[src/rtl/tx_serializer.sv]
// tx_serializer: pops bytes from a first-word-fall-through tx_fifo and sends
// each one as an async serial frame: start(0), 8 data bits LSB first,
// optional parity, stop(1). The line idles high.
//
// Build option: define TX_SERIALIZER_PARITY_EN to add a parity bit after the
// data bits (sense set by PARITY_ODD: 0 = even, 1 = odd). Without it frames
// are 10 bits and PARITY_ODD has no effect.
//
// state    | meaning
// ---------+------------------------------------------------------------
// S_IDLE   | line high, pop + capture as soon as the FIFO is non-empty
// S_START  | start bit (0) for CLKS_PER_BIT cycles
// S_DATA   | 8 data bits, LSB first, CLKS_PER_BIT cycles each
// S_PARITY | parity bit (only with TX_SERIALIZER_PARITY_EN)
// S_STOP   | stop bit (1); frame_done high on its last cycle

`timescale 1ns/1ps

module tx_serializer #(
  parameter int CLKS_PER_BIT = 10,
  parameter bit PARITY_ODD   = 1'b0
) (
  input  logic       clk,
  input  logic       n_rst,
  input  logic       fifo_empty,
  input  logic [7:0] read_data,
  output logic       read_enable,
  output logic       serial_out,
  output logic       tx_busy,
  output logic       frame_done
);

  localparam int CW = (CLKS_PER_BIT > 1) ? $clog2(CLKS_PER_BIT) : 1;
  localparam logic [CW-1:0] CNT_LAST = CW'(CLKS_PER_BIT - 1);
  // frame_done is registered, so it is set one cycle ahead of the last
  // stop-bit cycle to line up with it.
  localparam logic [CW-1:0] CNT_PRE  = CW'(CLKS_PER_BIT - 2);

  typedef enum logic [2:0] {
    S_IDLE,
    S_START,
    S_DATA,
`ifdef TX_SERIALIZER_PARITY_EN
    S_PARITY,
`endif
    S_STOP
  } state_t;

  state_t          state_q;
  logic [CW-1:0]   cnt_q;
  logic [2:0]      bit_q;
  logic [7:0]      shift_q;
  logic            serial_q;
  logic            frame_done_q;
`ifdef TX_SERIALIZER_PARITY_EN
  logic            parity_q;
`else
  // Parity sense has no effect in this build.
  logic            unused_parity_odd;
  assign unused_parity_odd = PARITY_ODD;
`endif

  // Pop strobe: the pop edge is the same edge that captures read_data.
  // Held low during reset so no byte is popped without being captured.
  assign read_enable = n_rst && (state_q == S_IDLE) && !fifo_empty;
  assign tx_busy     = (state_q != S_IDLE);
  assign serial_out  = serial_q;
  assign frame_done  = frame_done_q;

  // Frame sequencer with registered line and frame_done outputs.
  always_ff @(posedge clk or negedge n_rst) begin
    if (!n_rst) begin
      state_q      <= S_IDLE;
      cnt_q        <= '0;
      bit_q        <= 3'd0;
      shift_q      <= 8'h00;
      serial_q     <= 1'b1;
      frame_done_q <= 1'b0;
`ifdef TX_SERIALIZER_PARITY_EN
      parity_q     <= 1'b0;
`endif
    end else begin
      frame_done_q <= 1'b0;
      case (state_q)
        S_IDLE: begin
          if (!fifo_empty) begin
            shift_q  <= read_data;
`ifdef TX_SERIALIZER_PARITY_EN
            parity_q <= (^read_data) ^ PARITY_ODD;
`endif
            serial_q <= 1'b0;
            cnt_q    <= '0;
            bit_q    <= 3'd0;
            state_q  <= S_START;
          end
        end

        S_START: begin
          if (cnt_q == CNT_LAST) begin
            cnt_q    <= '0;
            serial_q <= shift_q[0];
            state_q  <= S_DATA;
          end else begin
            cnt_q <= cnt_q + 1'b1;
          end
        end

        S_DATA: begin
          if (cnt_q == CNT_LAST) begin
            cnt_q <= '0;
            if (bit_q == 3'd7) begin
              bit_q <= 3'd0;
`ifdef TX_SERIALIZER_PARITY_EN
              serial_q <= parity_q;
              state_q  <= S_PARITY;
`else
              serial_q <= 1'b1;
              state_q  <= S_STOP;
`endif
            end else begin
              shift_q  <= {1'b0, shift_q[7:1]};
              bit_q    <= bit_q + 3'd1;
              serial_q <= shift_q[1];
            end
          end else begin
            cnt_q <= cnt_q + 1'b1;
          end
        end

`ifdef TX_SERIALIZER_PARITY_EN
        S_PARITY: begin
          if (cnt_q == CNT_LAST) begin
            cnt_q    <= '0;
            serial_q <= 1'b1;
            state_q  <= S_STOP;
          end else begin
            cnt_q <= cnt_q + 1'b1;
          end
        end
`endif

        S_STOP: begin
          if (cnt_q == CNT_LAST) begin
            cnt_q   <= '0;
            state_q <= S_IDLE;
          end else begin
            cnt_q <= cnt_q + 1'b1;
            if (cnt_q == CNT_PRE) begin
              frame_done_q <= 1'b1;
            end
          end
        end

        default: begin
          state_q  <= S_IDLE;
          cnt_q    <= '0;
          bit_q    <= 3'd0;
          serial_q <= 1'b1;
        end
      endcase
    end
  end

endmodule

[config.mk]
export PLATFORM = sky130hd
export DESIGN_NAME = tx_serializer
export DESIGN_NICKNAME = d
export VERILOG_FILES = /design/src/rtl/tx_serializer.sv
export SDC_FILE = /design/constraint.sdc
export NUM_CORES = 1
export LEC_CHECK = 0
export BUFFER_PORTS_ARGS = -buffer_cell sky130_fd_sc_hd__buf_2
export CORE_MARGIN = 2
export CORE_UTILIZATION = 44
export CTS_CLUSTER_DIAMETER = 50
export DETAILED_ROUTE_END_ITERATION = 10
export PLACE_DENSITY = 0.65
export SLEW_MARGIN = 40
export SYNTH_ARGS = -nofsm -noshare
export SYNTH_HDL_FRONTEND = slang
export SYNTH_SLANG_ARGS = --single-unit
[constraint.sdc]
create_clock -name clk -period 2.52 [get_ports clk]
set_clock_uncertainty 0.1 [all_clocks]
set_input_delay 0.504 -clock clk [delete_from_list [all_inputs] [get_ports clk]]
set_output_delay 0.504 -clock clk [all_outputs]
set_load 0.005 [all_outputs]
Word-level counts from Yosys, hierarchy flattened
Index checks and enable logic that the tools add are counted.

Bits of input ports: 11. Output and inout port bits: 4. Flip-flop bits (word level): 20.

Equal/unequal tests: 12. Bitwise gates (word level): 2. $add $sub $neg: 2. Mux-type cells: 25. Reduce and logical (&&, ||, !) cells: 12.

Operator list (count): $mux 3 (8); $mux 8 (3); $pmux 8 s2 (1); $ne 2x2->1 const B (6); $pmux 3 s4 (1); $pmux 3 s3 (1); $eq 4x4->1 const B (2); $mux 4 (2); $pmux 4 s2 (1); $reduce_and 4->1 (2); $mux 1 (7); $eq 3x2->1 const B (2); $reduce_and 5->1 (1); $add 4x1->4 const B (1); $pmux 1 s4 (1); $add 3x1->3 const B (1); $eq 3x1->1 const B (1); $eq 3x3->1 const B (1); $logic_not 3->1 (1); $reduce_and 3->1 (1); $reduce_bool 3->1 (1); $reduce_or 3->1 (1); $logic_and 1x1->1 (2); $not 1->1 (2); other kinds (3) (3).

Logic depth before layout (Yosys ltp)
Depth after elaboration: 4. Mapped depth: 8. Gate-level depth less buffers: 5.

Worst setup path after synthesis
No wires, ideal clock.

Path kind: reg2out. Start: reg state_q[0]. End: out read_enable. Arrival time: 1.269 ns. Path slack: 0.647 ns. Required time: 1.916 ns. Stages on the path, launching flop included: 7. Cell sequence: dfrtp_1 inv_1 ha_1 buf_2 inv_1 nor2_1 and2_1.

Word-level cells in the longest chain between the ends: 3.

RTL lines: from (decl) (RTL line 49) `state_t state_q;`; from (signal assigned) (RTL line 73) `state_q <= S_IDLE;`; from (signal assigned) (RTL line 94) `state_q <= S_START;`; from (signal assigned) (RTL line 102) `state_q <= S_DATA;`; $logic_not 3->1 (RTL line 65) `assign read_enable = n_rst && (state_q == S_IDLE) && !fifo_empty;`; $logic_and 1x1->1 (2 in series) (RTL line 65); to (decl) (RTL line 27) `output logic read_enable,`.

Every way passes these cells.

Worst setup path in the final report
Same ends and word-level chain as after synthesis.

==> results.ini <==
[clock_network]
cts_sinks = 19
clk_latency_ps = 320
root_buffer = clkbuf_4
clockBufferDepth = 2
hold_buffers = 0
clk_pin_slew_ps = 140
post_cts_buffers = 0
htreeDepth = 1
cts_tree = done
cts_buffers = 3

[global_route]
grt_max_degree = 20
grt_usage_pct = 18.08
grt_pass1_vias = 1067
grt_pass1_wl_mm = 4.726
grt_overflow = 0
antenna_found_initial = 0

[placement]
io_buffer_count = 14
dpl.hpwl_mm = 2.112
place.gp.congestion = 0.7848

[synth]
yosysSeqAreaShare_pct = 36.18
synth_seq_cells = 19
ys_types = 44
synthArstFlopShare_pct = 100.0
mappedNetlistArea_mm2 = 0.001318
synth_area_leaders = dfrtp_1 34%, ha_1 11%, nor3_1 3.0%
synth_ff_type = dfrtp_1
synth-edff-count = 0
netlist_instances = 137
synth_area_per_cell_um2 = 9.617
yosys_warnings = 0
synth_fp_nets = 160
yosysTopAreaCellShare_pct = 34.19
yosysTopAreaCell = dfrtp_1

[floorplanning]
die_area_mm2 = 0.003448
placementRows = 19
die-height_um = 58.72
initial_core_util_pct = 46.97
die_w_um = 58.72
core_mm2 = 0.002805
io_pins = 15

[power]
power_uw = 1547
leakagePower_uw = 0.0006562
p_per_area_mw_per_mm2 = 1096
vdd_drop_max_mv = 0.5308

[cells_and_area]
multiInputGateArea_um2 = 749.5
fin_nets = 173
antenna_cells = 0
drive_gt1_share_pct = 19.46
fillers = 273
syn_to_final_growth_pct = 7.122
layout_common_cells = 18 x dfrtp_1, 14 x buf_2, 11 x ha_1
layout_commonest_cell = dfrtp_1
regArea_um2 = 476.7

[drt]
first_pass_iters = 7
ant_nets = 0
wl_per_cell_um = 16.26
wl_mm = 2.927
remaining_drc_errors = 2
dr_total_vias = 1134
drtIter0Drc = 35
routed_via_density = 6.300

[timing]
maxSlewViolCount = 0
worst_pin_slew_ps = 609.2
slew_headroom_pct = 59.26
rsz0062_at_grt = false
setup_violations = 0
fin_crit_sh_pct = 92.30
period_minus_slack_ps = 2326
hold_viol = 0
max_freq_ghz = 0.4300
finalSetupTns_ps = 0

[critical_path]
crit_fanout = 16
arrival_ps = 1720
path_class = register to primary output
cp.required_ps = 1920
cp-end-kind = primary output
critPathLaunchType = register

[hold_path]
hold_path_class = primary input to async pin

[outcome]
status = complete, but fails checks
violations = DRC

[run]
drv_cap = 0

## registers in the layout (all words and copies together) (netlist names)
signal      cells
shift_q         8
cnt_q           4
serial_out      1
bit_q           3
state_q         2
frame_done      1
## final timing paths
kind,from,slack (ps),cells past startpoint,to
max reg2reg,state_q[0]$_DFFE_PN0P_,320,5,shift_q[1]$_DFFE_PN0P_
max,state_q[0]$_DFFE_PN0P_,190,6,read_enable
max in group asynchronous,n_rst,1980,2,serial_out$_DFFE_PN1P_
min in group clk,read_data[7],330,2,shift_q[7]$_DFFE_PN0P_
min reg2reg,bit_q[1]$_DFFE_PN0P_,430,2,bit_q[1]$_DFFE_PN0P_
min,n_rst,50,2,shift_q[1]$_DFFE_PN0P_
## worst max-delay path, stage by stage (launching register included)
cell and delay [ps]:
dfrtp_1 430, inv_1 140, ha_2 370, inv_1 90, nor2_1 150, and2_1 140
buf_2 100
## through the flow
| step | utilization (%) | cells | area, µm² | hold WS [ps] | setup WS [ps] |
|---|---|---|---|---|---|
| 2_1_floorplan | - | 137 | 1318 | 108.4 | 647.4 |
| 3_3_place_gp | 49.24 | 176 | 1381 | 387.4 | 401.9 |
| 3_5_place_dp | 49.24 | 176 | 1381 | 387.1 | 372.4 |
| 4_1_cts | 50.22 | 180 | 1409 | 67.23 | 46.94 |
| 5_1_grt | 50.31 | 180 | 1411 | 66.85 | 77.56 |
| 6_report | 50.31 | 180 | 1411 | 46.14 | 194.2 |
## Yosys cell counts (2+ instances only)
cell	n
dfrtp_1	18
ha_1	12
inv_1	8
nor3_1	8
nand2_1	6
nand3_1	6
or3_1	6
nor2_1	5
o211ai_1	4
o21ai_0	4
o221ai_1	4
or2_2	4
a311oi_1	3
buf_2	3
buf_6	3
nand2b_1	3
nand4_1	3
a211o_1	2
a21oi_1	2
a32o_1	2
and2_1	2
and4_1	2
mux2_1	2
nand3b_1	2
nor4b_1	2
or4_1	2
or4b_1	2
## routing by layer
layer  routed length (µm)  vias up  track usage (%)
li1                     -      534                -
met4                   36        0            6.494
met5                    0        -                0
met1                 1326      575            22.77
met3                  121        4            4.835
met2                 1443       21            29.68
## cell families after synthesis
kind of cell,Yosys count,synth area share [%]
AOI/OAI and AO/OA,26,15.39
muxes,3,2.469
adders and majority gates,12,11.40
DFF,19,36.18
buffers and inverters,17,7.122
and+or+nand+nor,60,27.45
## report_power, final
group          internal, µW  total (µW)  switching (µW)
Sequential              429         537             108
Combinational           364         843             479
Clock                  59.3         167             108
## final cells by class
class / count / area share (%)
Clock buffer: 3 / 1.596
Timing Repair Buffer: 16 / 6.028
Multi-Input combinational cell: 101 / 53.10
Sequential cell: 19 / 33.78
Tap cell: 31 / 2.748
Clock inverter: 1 / 0.3546
Inverter: 9 / 2.394
## repair_timing
item	CTS	global route
setup endpoints to repair	0	1
gates resized for setup	0	1
hold endpoints to repair	0	0
Note: power is estimated with default switching activity, not from simulation.
